===== src/rtl/alu_pkg.sv =====
// Opcode encoding and legality check shared by the alu, its arbiter front-end and the bench.
package alu_pkg;

  localparam logic [3:0] ALU_ADD    = 4'd0;
  localparam logic [3:0] ALU_SUB    = 4'd1;
  localparam logic [3:0] ALU_SLL    = 4'd2;
  localparam logic [3:0] ALU_SLT    = 4'd3;
  localparam logic [3:0] ALU_SLTU   = 4'd4;
  localparam logic [3:0] ALU_XOR    = 4'd5;
  localparam logic [3:0] ALU_SRL    = 4'd6;
  localparam logic [3:0] ALU_SRA    = 4'd7;
  localparam logic [3:0] ALU_OR     = 4'd8;
  localparam logic [3:0] ALU_AND    = 4'd9;
  localparam logic [3:0] ALU_OP_MAX = 4'd9;

  function automatic logic is_legal_op(input logic [3:0] op);
    return op <= ALU_OP_MAX;
  endfunction

endpackage


===== src/rtl/alu.sv =====
// 32-bit combinational alu; compare flags are always produced regardless of opcode.
module alu
  import alu_pkg::*;
(
  input  logic [31:0] op1,
  input  logic [31:0] op2,
  input  logic [3:0]  opcode,
  output logic [31:0] result,
  output logic        lt,
  output logic        ltu,
  output logic        eq
);

  assign lt  = $signed(op1) < $signed(op2);
  assign ltu = op1 < op2;
  assign eq  = op1 == op2;

  always_comb begin
    result = '0;
    case (opcode)
      ALU_ADD:  result = op1 + op2;
      ALU_SUB:  result = op1 - op2;
      ALU_SLL:  result = op1 << op2[4:0];
      ALU_SLT:  result = {31'd0, lt};
      ALU_SLTU: result = {31'd0, ltu};
      ALU_XOR:  result = op1 ^ op2;
      ALU_SRL:  result = op1 >> op2[4:0];
      ALU_SRA:  result = $signed(op1) >>> op2[4:0];
      ALU_OR:   result = op1 | op2;
      ALU_AND:  result = op1 & op2;
      default:  result = '0;
    endcase
  end

endmodule


===== src/rtl/rr_arbiter.sv =====
// Combinational round-robin pick: search starts one past ptr (the last winner).
module rr_arbiter #(
  parameter int NREQ = 2
) (
  input  logic [NREQ-1:0]         req,
  input  logic [$clog2(NREQ)-1:0] ptr,
  input  logic                    en,
  output logic [NREQ-1:0]         gnt,
  output logic [$clog2(NREQ)-1:0] idx
);

  localparam int IDX_W = $clog2(NREQ);

  logic             found;
  logic [IDX_W-1:0] cand;
  int               pos;

  // idx stays valid even when en is low so the operand mux keeps a stable source
  always_comb begin
    found = 1'b0;
    idx   = '0;
    cand  = '0;
    pos   = 0;
    for (int k = 1; k <= NREQ; k++) begin
      pos  = (int'(ptr) + k) % NREQ;
      cand = IDX_W'(pos);
      if (!found && req[cand]) begin
        found = 1'b1;
        idx   = cand;
      end
    end
    gnt = '0;
    if (found && en) gnt[idx] = 1'b1;
  end

endmodule


===== src/rtl/alu_arbiter.sv =====
// Shares one alu between NREQ requesters; result lands in a one-entry response register
// tagged with the requester id. One op per cycle, one cycle latency.
module alu_arbiter
  import alu_pkg::*;
#(
  parameter int NREQ  = 2,
  parameter int TAG_W = 4
) (
  input  logic                    clk,
  input  logic                    rst_n,
  input  logic [NREQ-1:0]         req_valid,
  output logic [NREQ-1:0]         req_ready,
  input  logic [32*NREQ-1:0]      req_op1,
  input  logic [32*NREQ-1:0]      req_op2,
  input  logic [4*NREQ-1:0]       req_opcode,
  input  logic [TAG_W*NREQ-1:0]   req_tag,
  output logic                    rsp_valid,
  input  logic                    rsp_ready,
  output logic [31:0]             rsp_result,
  output logic                    rsp_lt,
  output logic                    rsp_ltu,
  output logic                    rsp_eq,
  output logic [$clog2(NREQ)-1:0] rsp_id,
  output logic [TAG_W-1:0]        rsp_tag,
  output logic                    rsp_err
);

  localparam int IDX_W = $clog2(NREQ);

  logic [IDX_W-1:0] ptr;
  logic [IDX_W-1:0] idx;
  logic [NREQ-1:0]  gnt;
  logic             can_accept;
  logic             hs;

  logic [31:0]      alu_op1;
  logic [31:0]      alu_op2;
  logic [3:0]       alu_opcode;
  logic [TAG_W-1:0] sel_tag;
  logic [31:0]      alu_result;
  logic             alu_lt;
  logic             alu_ltu;
  logic             alu_eq;

  // a slot draining this cycle can be refilled in the same cycle
  assign can_accept = !rsp_valid || rsp_ready;

  rr_arbiter #(.NREQ(NREQ)) u_arb (
    .req (req_valid),
    .ptr (ptr),
    .en  (can_accept),
    .gnt (gnt),
    .idx (idx)
  );

  assign req_ready = rst_n ? gnt : '0;
  assign hs        = |(req_valid & req_ready);

  // with no requester valid idx is 0, so requester 0 drives the alu
  always_comb begin
    alu_op1    = req_op1[31:0];
    alu_op2    = req_op2[31:0];
    alu_opcode = req_opcode[3:0];
    sel_tag    = req_tag[TAG_W-1:0];
    for (int i = 0; i < NREQ; i++) begin
      if (idx == IDX_W'(i)) begin
        alu_op1    = req_op1[32*i +: 32];
        alu_op2    = req_op2[32*i +: 32];
        alu_opcode = req_opcode[4*i +: 4];
        sel_tag    = req_tag[TAG_W*i +: TAG_W];
      end
    end
  end

  alu u_alu (
    .op1    (alu_op1),
    .op2    (alu_op2),
    .opcode (alu_opcode),
    .result (alu_result),
    .lt     (alu_lt),
    .ltu    (alu_ltu),
    .eq     (alu_eq)
  );

  always_ff @(posedge clk or negedge rst_n) begin
    if (!rst_n) begin
      ptr        <= IDX_W'(NREQ - 1);
      rsp_valid  <= 1'b0;
      rsp_result <= '0;
      rsp_lt     <= 1'b0;
      rsp_ltu    <= 1'b0;
      rsp_eq     <= 1'b0;
      rsp_id     <= '0;
      rsp_tag    <= '0;
      rsp_err    <= 1'b0;
    end else if (hs) begin
      ptr        <= idx;
      rsp_valid  <= 1'b1;
      rsp_result <= is_legal_op(alu_opcode) ? alu_result : '0;
      rsp_lt     <= alu_lt;
      rsp_ltu    <= alu_ltu;
      rsp_eq     <= alu_eq;
      rsp_id     <= idx;
      rsp_tag    <= sel_tag;
      rsp_err    <= !is_legal_op(alu_opcode);
    end else if (rsp_ready) begin
      rsp_valid  <= 1'b0;
    end
  end

endmodule


===== config.mk =====
export PLATFORM = sky130hd
export DESIGN_NAME = alu_arbiter
export DESIGN_NICKNAME = d
export VERILOG_FILES = /design/src/rtl/alu_pkg.sv /design/src/rtl/alu.sv /design/src/rtl/rr_arbiter.sv /design/src/rtl/alu_arbiter.sv
export SDC_FILE = /design/constraint.sdc
export NUM_CORES = 1
export LEC_CHECK = 0
export BUFFER_PORTS_ARGS = -buffer_cell sky130_fd_sc_hd__buf_4
export CAP_MARGIN = 25
export CORE_MARGIN = 2
export CORE_UTILIZATION = 35
export DETAILED_ROUTE_END_ITERATION = 12
export PLACE_DENSITY = 0.5
export SLEW_MARGIN = 5
export SYNTH_ARGS = -nofsm -noshare
export SYNTH_HDL_FRONTEND = slang
export SYNTH_SLANG_ARGS = --single-unit

===== constraint.sdc =====
create_clock -name clk -period 12.05 [get_ports clk]
set_input_delay 0.6025 -clock clk [delete_from_list [all_inputs] [get_ports clk]]
set_output_delay 0.6025 -clock clk [all_outputs]
set_load 0.05 [all_outputs]

After elaboration in Yosys (flattened, before gate mapping)
Index checks and enable logic that the tools add are counted.
Storage, ports and cells
  register bits: 43
  input port bits: 149
Operators by class
  bitwise logic cells: 4
  equality and inequality tests: 10
  reduce and logical (&&, ||, !) cells: 10
  shift operators: 3
  $lt $le $gt $ge: 7
  add/sub/neg operators: 4
  mux-type cells: 20
Operators with widths (number)
  case mux 32 bit (10 select lines): 1
  2-to-1 mux 32 bit: 3
  < comparator 32 bit: 2
  adder 32 bit: 1
  bitwise AND 32 bit: 1
  == test 32 bit: 1
  bitwise OR 32 bit: 1
  << shifter 32 x 5 -> 32 bit: 1
  >> shifter 32 x 5 -> 32 bit: 1
  >>> shifter 32 x 5 -> 32 bit: 1
  subtractor 32 bit: 1
  XOR 32 bit: 1
  == test 4 x 3 -> 1 bit, second input constant: 4
  2-to-1 mux 1 bit: 11
  == test 4 x 2 -> 1 bit, second input constant: 2
  == test 4 bit, second input constant: 2
  2-to-1 mux 4 bit: 2
  < comparator 1 x 2 -> 1 bit, second input constant: 3
  == test 4 x 1 -> 1 bit, second input constant: 1
  <= comparator 4 bit, second input constant: 1
  logical NOT 4 bit: 1
  2-to-1 mux 2 bit: 2
  logical AND 1 bit: 3
  logical NOT 1 bit: 3
  other kinds (7): 8

Longest topological paths before layout
  depth after elaboration: 16
  mapped depth: 22
  mapped depth without buffers: 16

Modules after synthesis
A second synthesis with hierarchy kept.
Second synthesis, totals
  cells, all modules: 1508
  area total of the unflattened synthesis: 11422.2 µm²
Modules (own cells, without submodules)
  alu: cells an instance 1275, area each 8742.1 µm², times used 1, seq. area each 0.0 µm²
  alu_arbiter: cells an instance 228, area each 2650.0 µm², times used 1, seq. area each 1077.3 µm²
  rr_arbiter: cells an instance 5, area each 30.0 µm², times used 1, seq. area each 0.0 µm²

Worst setup path before layout
Ideal clock, no wire load.
  kind: in2reg
  start: input port req_valid[1]
  end: register rsp_lt
  stages: 21
  required time: 11.967 ns
  setup slack: 6.928 ns
  data arrival time: 5.039 ns
  cell sequence: a21bo_1 > buf_6 > buf_6 > buf_2 > buf_2 > clkbuf_1 > buf_1 > clkbuf_1 > nor2_1 > a21o_1 > ha_1 > and3b_1 > a221oi_1 > o21ai_1 > a221oi_4 > o21a_1 > o21a_2 > o21ai_1 > a2111oi_0 > a21oi_1 > o21ai_0
Between the ends
  word-level cells in the longest chain between the ends: 14
  elaborated cells between the ends (all ways): 23
  those cells by class: order compare (3); mux (14); bitwise (1); reduce/logical (5)
Ends and longest elaborated chain
  from (decl): RTL line alu_arbiter.sv:11  | input logic [NREQ-1:0] req_valid,
  2-to-1 mux 1 bit (not written as such) (2 in a row): RTL line rr_arbiter.sv:27  | if (!found && req[cand]) begin
  2-to-1 mux 1 bit: RTL line rr_arbiter.sv:27
  logical NOT 1 bit: RTL line rr_arbiter.sv:27
  logical AND 1 bit: RTL line rr_arbiter.sv:27
  2-to-1 mux 1 bit: RTL line rr_arbiter.sv:27
  < comparator 1 x 2 -> 1 bit (not written as such) or >= comparator 1 bit (tied branches): RTL line rr_arbiter.sv:33  | if (found && en) gnt[idx] = 1'b1;
  logical AND 1 bit (not written as such): RTL line rr_arbiter.sv:33
  2-to-1 mux 1 bit (not written as such): RTL line rr_arbiter.sv:33
  demux 1 bit (select 1 bit)
  2-to-1 mux 2 bit: RTL line rr_arbiter.sv:33
  2-to-1 mux 2 bit: RTL line alu_arbiter.sv:56  | assign req_ready = rst_n ? gnt : '0;
  bitwise AND 2 bit: RTL line alu_arbiter.sv:57  | assign hs = |(req_valid & req_ready);
  OR reduction 2 bit: RTL line alu_arbiter.sv:57
  to (signal assigned): RTL line alu_arbiter.sv:100  | rsp_lt <= alu_lt;
  to (decl): RTL line alu_arbiter.sv:20  | output logic rsp_lt,
Parallel ways exist; a longest one is shown, timed or not. The select of a mux whose other input is x is not followed.
A chain may end at the register's enable or synchronous reset.

Final worst setup path
  start: register ptr
  end: register rsp_result[28]
Between the ends
  word-level cells in the longest chain between the ends: 15
  elaborated cells between the ends (all ways): 46
  those cells by class: add/sub (4); order compare (3); eq/ne (9); shift (3); mux (17); bitwise (4); reduce/logical (6)
Ends and longest elaborated chain
  from (decl): RTL line alu_arbiter.sv:30  | logic [IDX_W-1:0] ptr;
  from (signal assigned): RTL line alu_arbiter.sv:87  | ptr <= IDX_W'(NREQ - 1);
  from (signal assigned): RTL line alu_arbiter.sv:97  | ptr <= idx;
  parallel branches: the longest is 15 deep, another holds subtractor 32 bit
  to (signal assigned): RTL line alu_arbiter.sv:99  | rsp_result <= is_legal_op(alu_opcode) ? alu_result : '0;
  to (decl): RTL line alu_arbiter.sv:19  | output logic [31:0] rsp_result,
Parallel ways; which one is timed is not known. The select of a mux whose other input is x is not followed.

==> flow_summary.html <==
<table>
<tr><th>Metric</th><th>Value</th></tr>
<tr><th colspan="2">Status</th></tr>
<tr><td>Outcome</td><td>finished clean</td></tr>
<tr><th colspan="2">Global routing</th></tr>
<tr><td>Global-route track usage on met1</td><td>48.2%</td></tr>
<tr><td>Overall global routing resource usage</td><td>34.2%</td></tr>
<tr><td>Grt met3 use</td><td>3.38%</td></tr>
<tr><td>Largest net degree at the start of global routing</td><td>77</td></tr>
<tr><td>Most Used Layer, Global Route</td><td>met2</td></tr>
<tr><td>Global routing usage on met2</td><td>53.3%</td></tr>
<tr><td>Number of antenna violations at the first check in global routing</td><td>0</td></tr>
<tr><td>Wire length of the first global-routing pass</td><td>99.9 mm</td></tr>
<tr><td>Total overflow reported by the global router</td><td>0</td></tr>
<tr><td>Number of global-route vias before repair</td><td>14800</td></tr>
<tr><th colspan="2">Run</th></tr>
<tr><td>Number of maximum-capacitance constraint violations</td><td>0</td></tr>
<tr><th colspan="2">Layout</th></tr>
<tr><td>Proportion of layout cells with a drive suffix above 1</td><td>13.9%</td></tr>
<tr><td>Final net count</td><td>2327</td></tr>
<tr><td>Number of diodes</td><td>0</td></tr>
<tr><td>Post-synthesis to final-layout area growth</td><td>13.6%</td></tr>
<tr><td>Fillcell total</td><td>3992</td></tr>
<tr><td>Final instance area</td><td>0.0148 sq mm</td></tr>
<tr><th colspan="2">Power</th></tr>
<tr><td>Leakage Power</td><td>6.82 nW</td></tr>
<tr><td>Worst supply voltage drop on vdd</td><td>0.0502 mV</td></tr>
<tr><td>Total power density per cell area</td><td>105 mW/mm^2</td></tr>
<tr><td>Design Power</td><td>0.00156 W</td></tr>
<tr><th colspan="2">Clocking</th></tr>
<tr><td>Hold-fix buffers, CTS</td><td>0</td></tr>
<tr><td>CTS tree</td><td>done</td></tr>
<tr><td>Clock latency reported for the late side of the worst-skew pair</td><td>0.32 ns</td></tr>
<tr><td>Clock sink count</td><td>43</td></tr>
<tr><td>Root buffer selected by CTS</td><td>clkbuf_16</td></tr>
<tr><td>Clock buffer depth</td><td>2</td></tr>
<tr><td>Number of buffers added for setup after CTS</td><td>0</td></tr>
<tr><td>Post-cts gate resize count</td><td>0</td></tr>
<tr><td>Number of levels in the clock H-tree</td><td>2</td></tr>
<tr><td>Clock-pin slew on the worst setup and hold paths</td><td>0.08 ns</td></tr>
<tr><td>Number of clock buffers inserted by TritonCTS</td><td>5</td></tr>
<tr><th colspan="2">Floorplan</th></tr>
<tr><td>Starting density of the core</td><td>35.6%</td></tr>
<tr><td>Die Ht</td><td>197 microns</td></tr>
<tr><td>Overall die width</td><td>197 microns</td></tr>
<tr><td>Top-Level Pins</td><td>193</td></tr>
<tr><td>Overall die area</td><td>0.0388 sq mm</td></tr>
<tr><td>Placeable core region</td><td>0.0367 sq mm</td></tr>
<tr><td>Number of rows in the core area</td><td>70</td></tr>
<tr><th colspan="2">Critical path</th></tr>
<tr><td>Cell at the slowest stage of the critical path</td><td>buf_4</td></tr>
<tr><td>Top cell by count, worst path</td><td>nand2_1</td></tr>
<tr><td>Endpoint class of the critical path</td><td>register</td></tr>
<tr><td>CP bufs+invs</td><td>2</td></tr>
<tr><td>FF-to-FF path depth</td><td>17</td></tr>
<tr><td>Slowest stage delay, CP</td><td>0.76 ns</td></tr>
<tr><td>Endpoint of the lowest-slack register-to-register path</td><td>rsp_result[28]$_DFFE_PN0P_</td></tr>
<tr><td>Minimum setup slack among reg-to-reg paths</td><td>6.18 ns</td></tr>
<tr><td>Cell class contributing the biggest share of worst-path delay</td><td>compound AO/OA/AOI/OAI gates</td></tr>
<tr><td>Worst reg2reg startpoint</td><td>ptr$_DFFE_PN1P_</td></tr>
<tr><td>Data required time of the worst path</td><td>12.23 ns</td></tr>
<tr><td>WP data arrival</td><td>6.05 ns</td></tr>
<tr><td>Path type of the worst setup path</td><td>register to register</td></tr>
<tr><td>Maximum fanout along the worst path</td><td>76</td></tr>
<tr><td>Worst-path cell chain</td><td>a21bo_4 &gt; buf_4 &gt; nand2_1 &gt; nand2_1 &gt; ha_1 &gt; inv_1 &gt; fa_1 &gt; o21bai_1 &gt; a21oi_1 &gt; o31a_1 &gt; o41a_1 &gt; o211ai_1 &gt; nand2_1 &gt; o31ai_1 &gt; a2bb2oi_1 &gt; a21oi_1 &gt; a2bb2oi_1</td></tr>
<tr><td>Startpoint class of the critical path</td><td>register</td></tr>
<tr><th colspan="2">Yosys</th></tr>
<tr><td>Sequential cell area fraction in the yosys report</td><td>8.26%</td></tr>
<tr><td>Syn nets</td><td>2253</td></tr>
<tr><td>Cell types with the largest area share after synthesis</td><td>mux2i_1 12%, nand2_1 11%, ha_1 9.6%</td></tr>
<tr><td>Syn Inst Count</td><td>2002</td></tr>
<tr><td>Share of synthesized flip-flops with an asynchronous set or reset</td><td>100%</td></tr>
<tr><td>Commonest cells post-synth</td><td>378 x nand2_1, 195 x a21oi_1, 177 x nor2_1</td></tr>
<tr><td>Area share of the largest cell type after synthesis</td><td>11.9%</td></tr>
<tr><td>Post-synthesis cell type with the largest combined area</td><td>mux2i_1</td></tr>
<tr><td>Synthesis-stage register bit count</td><td>43</td></tr>
<tr><td>Synthesized area per cell</td><td>6.52 sq um</td></tr>
<tr><td>Count of cell types in the netlist</td><td>87</td></tr>
<tr><td>Cell Area, Synth</td><td>0.0131 sq mm</td></tr>
<tr><td>Dominant register cell in the synthesized netlist</td><td>dfrtp_1</td></tr>
<tr><td>Count of flip-flops with a built-in enable after synthesis</td><td>0</td></tr>
<tr><td>Dominant cell by count in the synthesized netlist</td><td>nand2_1</td></tr>
<tr><td>Count of synthesis-stage warnings from yosys</td><td>0</td></tr>
<tr><th colspan="2">Hold path</th></tr>
<tr><td>Worst hold-check path type</td><td>input pin to async pin</td></tr>
<tr><th colspan="2">STA</th></tr>
<tr><td>Clock Skews</td><td>0.00890 ns</td></tr>
<tr><td>Period utilisation layout</td><td>48.7%</td></tr>
<tr><td>TNS Setup</td><td>0 ns</td></tr>
<tr><td>Unrepaired setup endpoints after global routing</td><td>no</td></tr>
<tr><td>Achievable Freq</td><td>170 MHz</td></tr>
<tr><td>Final hold viol count</td><td>0</td></tr>
<tr><td>Actual transition at the worst max-transition pin</td><td>1.15 ns</td></tr>
<tr><td>Max-slew violations</td><td>0</td></tr>
<tr><td>Clock period minus worst slack</td><td>5.87 ns</td></tr>
<tr><td>Number of endpoints failing setup at the final stage</td><td>0</td></tr>
<tr><td>Headroom to the max-slew limit</td><td>23.4%</td></tr>
<tr><th colspan="2">Placement</th></tr>
<tr><td>Final weighted congestion in routability-driven placement</td><td>1.03</td></tr>
<tr><td>Post-DP Area</td><td>0.0147 sq mm</td></tr>
<tr><td>Half-perimeter wire length after placement</td><td>53.1 mm</td></tr>
<tr><td>Port Buffer Count</td><td>192</td></tr>
<tr><th colspan="2">Route</th></tr>
<tr><td>First-pass DRT Iterations</td><td>6</td></tr>
<tr><td>Total wire length</td><td>68.0 mm</td></tr>
<tr><td>Routed vias/inst</td><td>6.27</td></tr>
<tr><td>Routed vias</td><td>16000</td></tr>
<tr><td>Average wire per cell in the routed design</td><td>26.7 microns</td></tr>
<tr><td>Initial detailed-routing violation count</td><td>1767</td></tr>
<tr><td>Total DRC errors in the routed layout</td><td>0</td></tr>
<tr><td>Count of nets left with antenna violations after detail routing</td><td>0</td></tr>
</table>
## per-stage QoR
step | instances | utilization (%) | setup slack [ns] | hold WS [ns]
floorplan | 2002 | - | 6.93 | 0.307
global placement | 2537 | 39.9 | 6.10 | 0.464
detailed placement | 2537 | 39.9 | 6.03 | 0.476
CTS | 2545 | 40.4 | 6.29 | 0.348
global route | 2545 | 40.4 | 5.71 | 0.368
finish | 2545 | 40.4 | 6.18 | 0.334
## layer usage
layer	share of wire, %	vias to the layer above
met1	44	7630
met4	4.9	0
met2	43	840
met3	7.3	110
li1	-	7383
met5	0	-
## state kept, by name, summed over array words and instances (netlist names)
name / flops
rsp_err: 1
ptr: 1
rsp_tag: 4
rsp_eq: 1
rsp_ltu: 1
rsp_valid: 1
rsp_lt: 1
rsp_result: 32
rsp_id: 1
## cell families after synthesis
group                      after synthesis  share of synthesized area, %
muxes                                  193                          16.0
AOI/OAI and AO/OA                      643                          32.0
buffers and inverters                  246                          7.70
adders and majority gates              102                          9.89
xor gates and xnor gates                16                          1.07
DFF                                     43                          8.26
and+or+nand+nor                        759                          25.1
## power breakdown
group          leakage, nW  internal [W]  total, W  switching (W)
registers            0.566      0.000169  0.000189      0.0000202
clock network       0.0838     0.0000984  0.000175      0.0000763
logic                 6.17      0.000379   0.00120       0.000819
## worst max path at each step
| stage | slack, ns | from | to | cells after the start |
|---|---|---|---|---|
| after floorplan | 6.93 | req_valid[1] | rsp_lt$_DFFE_PN0P_ | 21 |
| final | 6.18 | ptr$_DFFE_PN1P_ | rsp_result[28]$_DFFE_PN0P_ | 17 |
| after detailed placement | 6.03 | req_valid[0] | rsp_result[28]$_DFFE_PN0P_ | 19 |
| after global routing | 5.71 | ptr$_DFFE_PN1P_ | rsp_result[28]$_DFFE_PN0P_ | 17 |
| after CTS | 6.29 | ptr$_DFFE_PN1P_ | rsp_result[28]$_DFFE_PN0P_ | 17 |
| after global placement | 6.10 | req_valid[0] | rsp_result[28]$_DFFE_PN0P_ | 19 |
## cell usage in the layout (no fill, tap or decap), types with 12 or more instances in the layout
master | netlist | routed
o211ai_1 | 24 | 24
o21ai_0 | 133 | 133
o21bai_1 | 19 | 19
inv_1 | 95 | 95
nor3_1 | 48 | 47
xnor2_1 | 15 | 15
mux2_2 | 29 | 29
mux2i_1 | 155 | 154
dfrtp_1 | 42 | 42
a221oi_1 | 20 | 20
nor2b_1 | 31 | 31
a21o_1 | 22 | 22
o31ai_1 | 12 | 12
nand3_1 | 42 | 42
nor2_1 | 177 | 175
nand2b_1 | 17 | 16
a211oi_1 | 44 | 44
a21oi_1 | 195 | 195
nand2_1 | 378 | 378
buf_4 | 2 | 215
a31oi_1 | 30 | 30
o221ai_1 | 13 | 13
o21a_1 | 12 | 12
ha_1 | 100 | 100
## final cells by class
| type | count | area [sq um] | share of cell area (%) |
|---|---|---|---|
| Clock buffer | 5 | 125 | 0.844 |
| Sequential cell | 43 | 1080 | 7.27 |
| Inverter | 98 | 369 | 2.49 |
| Tap cell | 468 | 586 | 3.95 |
| Multi-Input combinational cell | 1713 | 11000 | 74.3 |
| Timing Repair Buffer | 215 | 1610 | 10.9 |
| Clock inverter | 3 | 43.8 | 0.295 |
No activity file was read; power rests on OpenSTA's default activity.
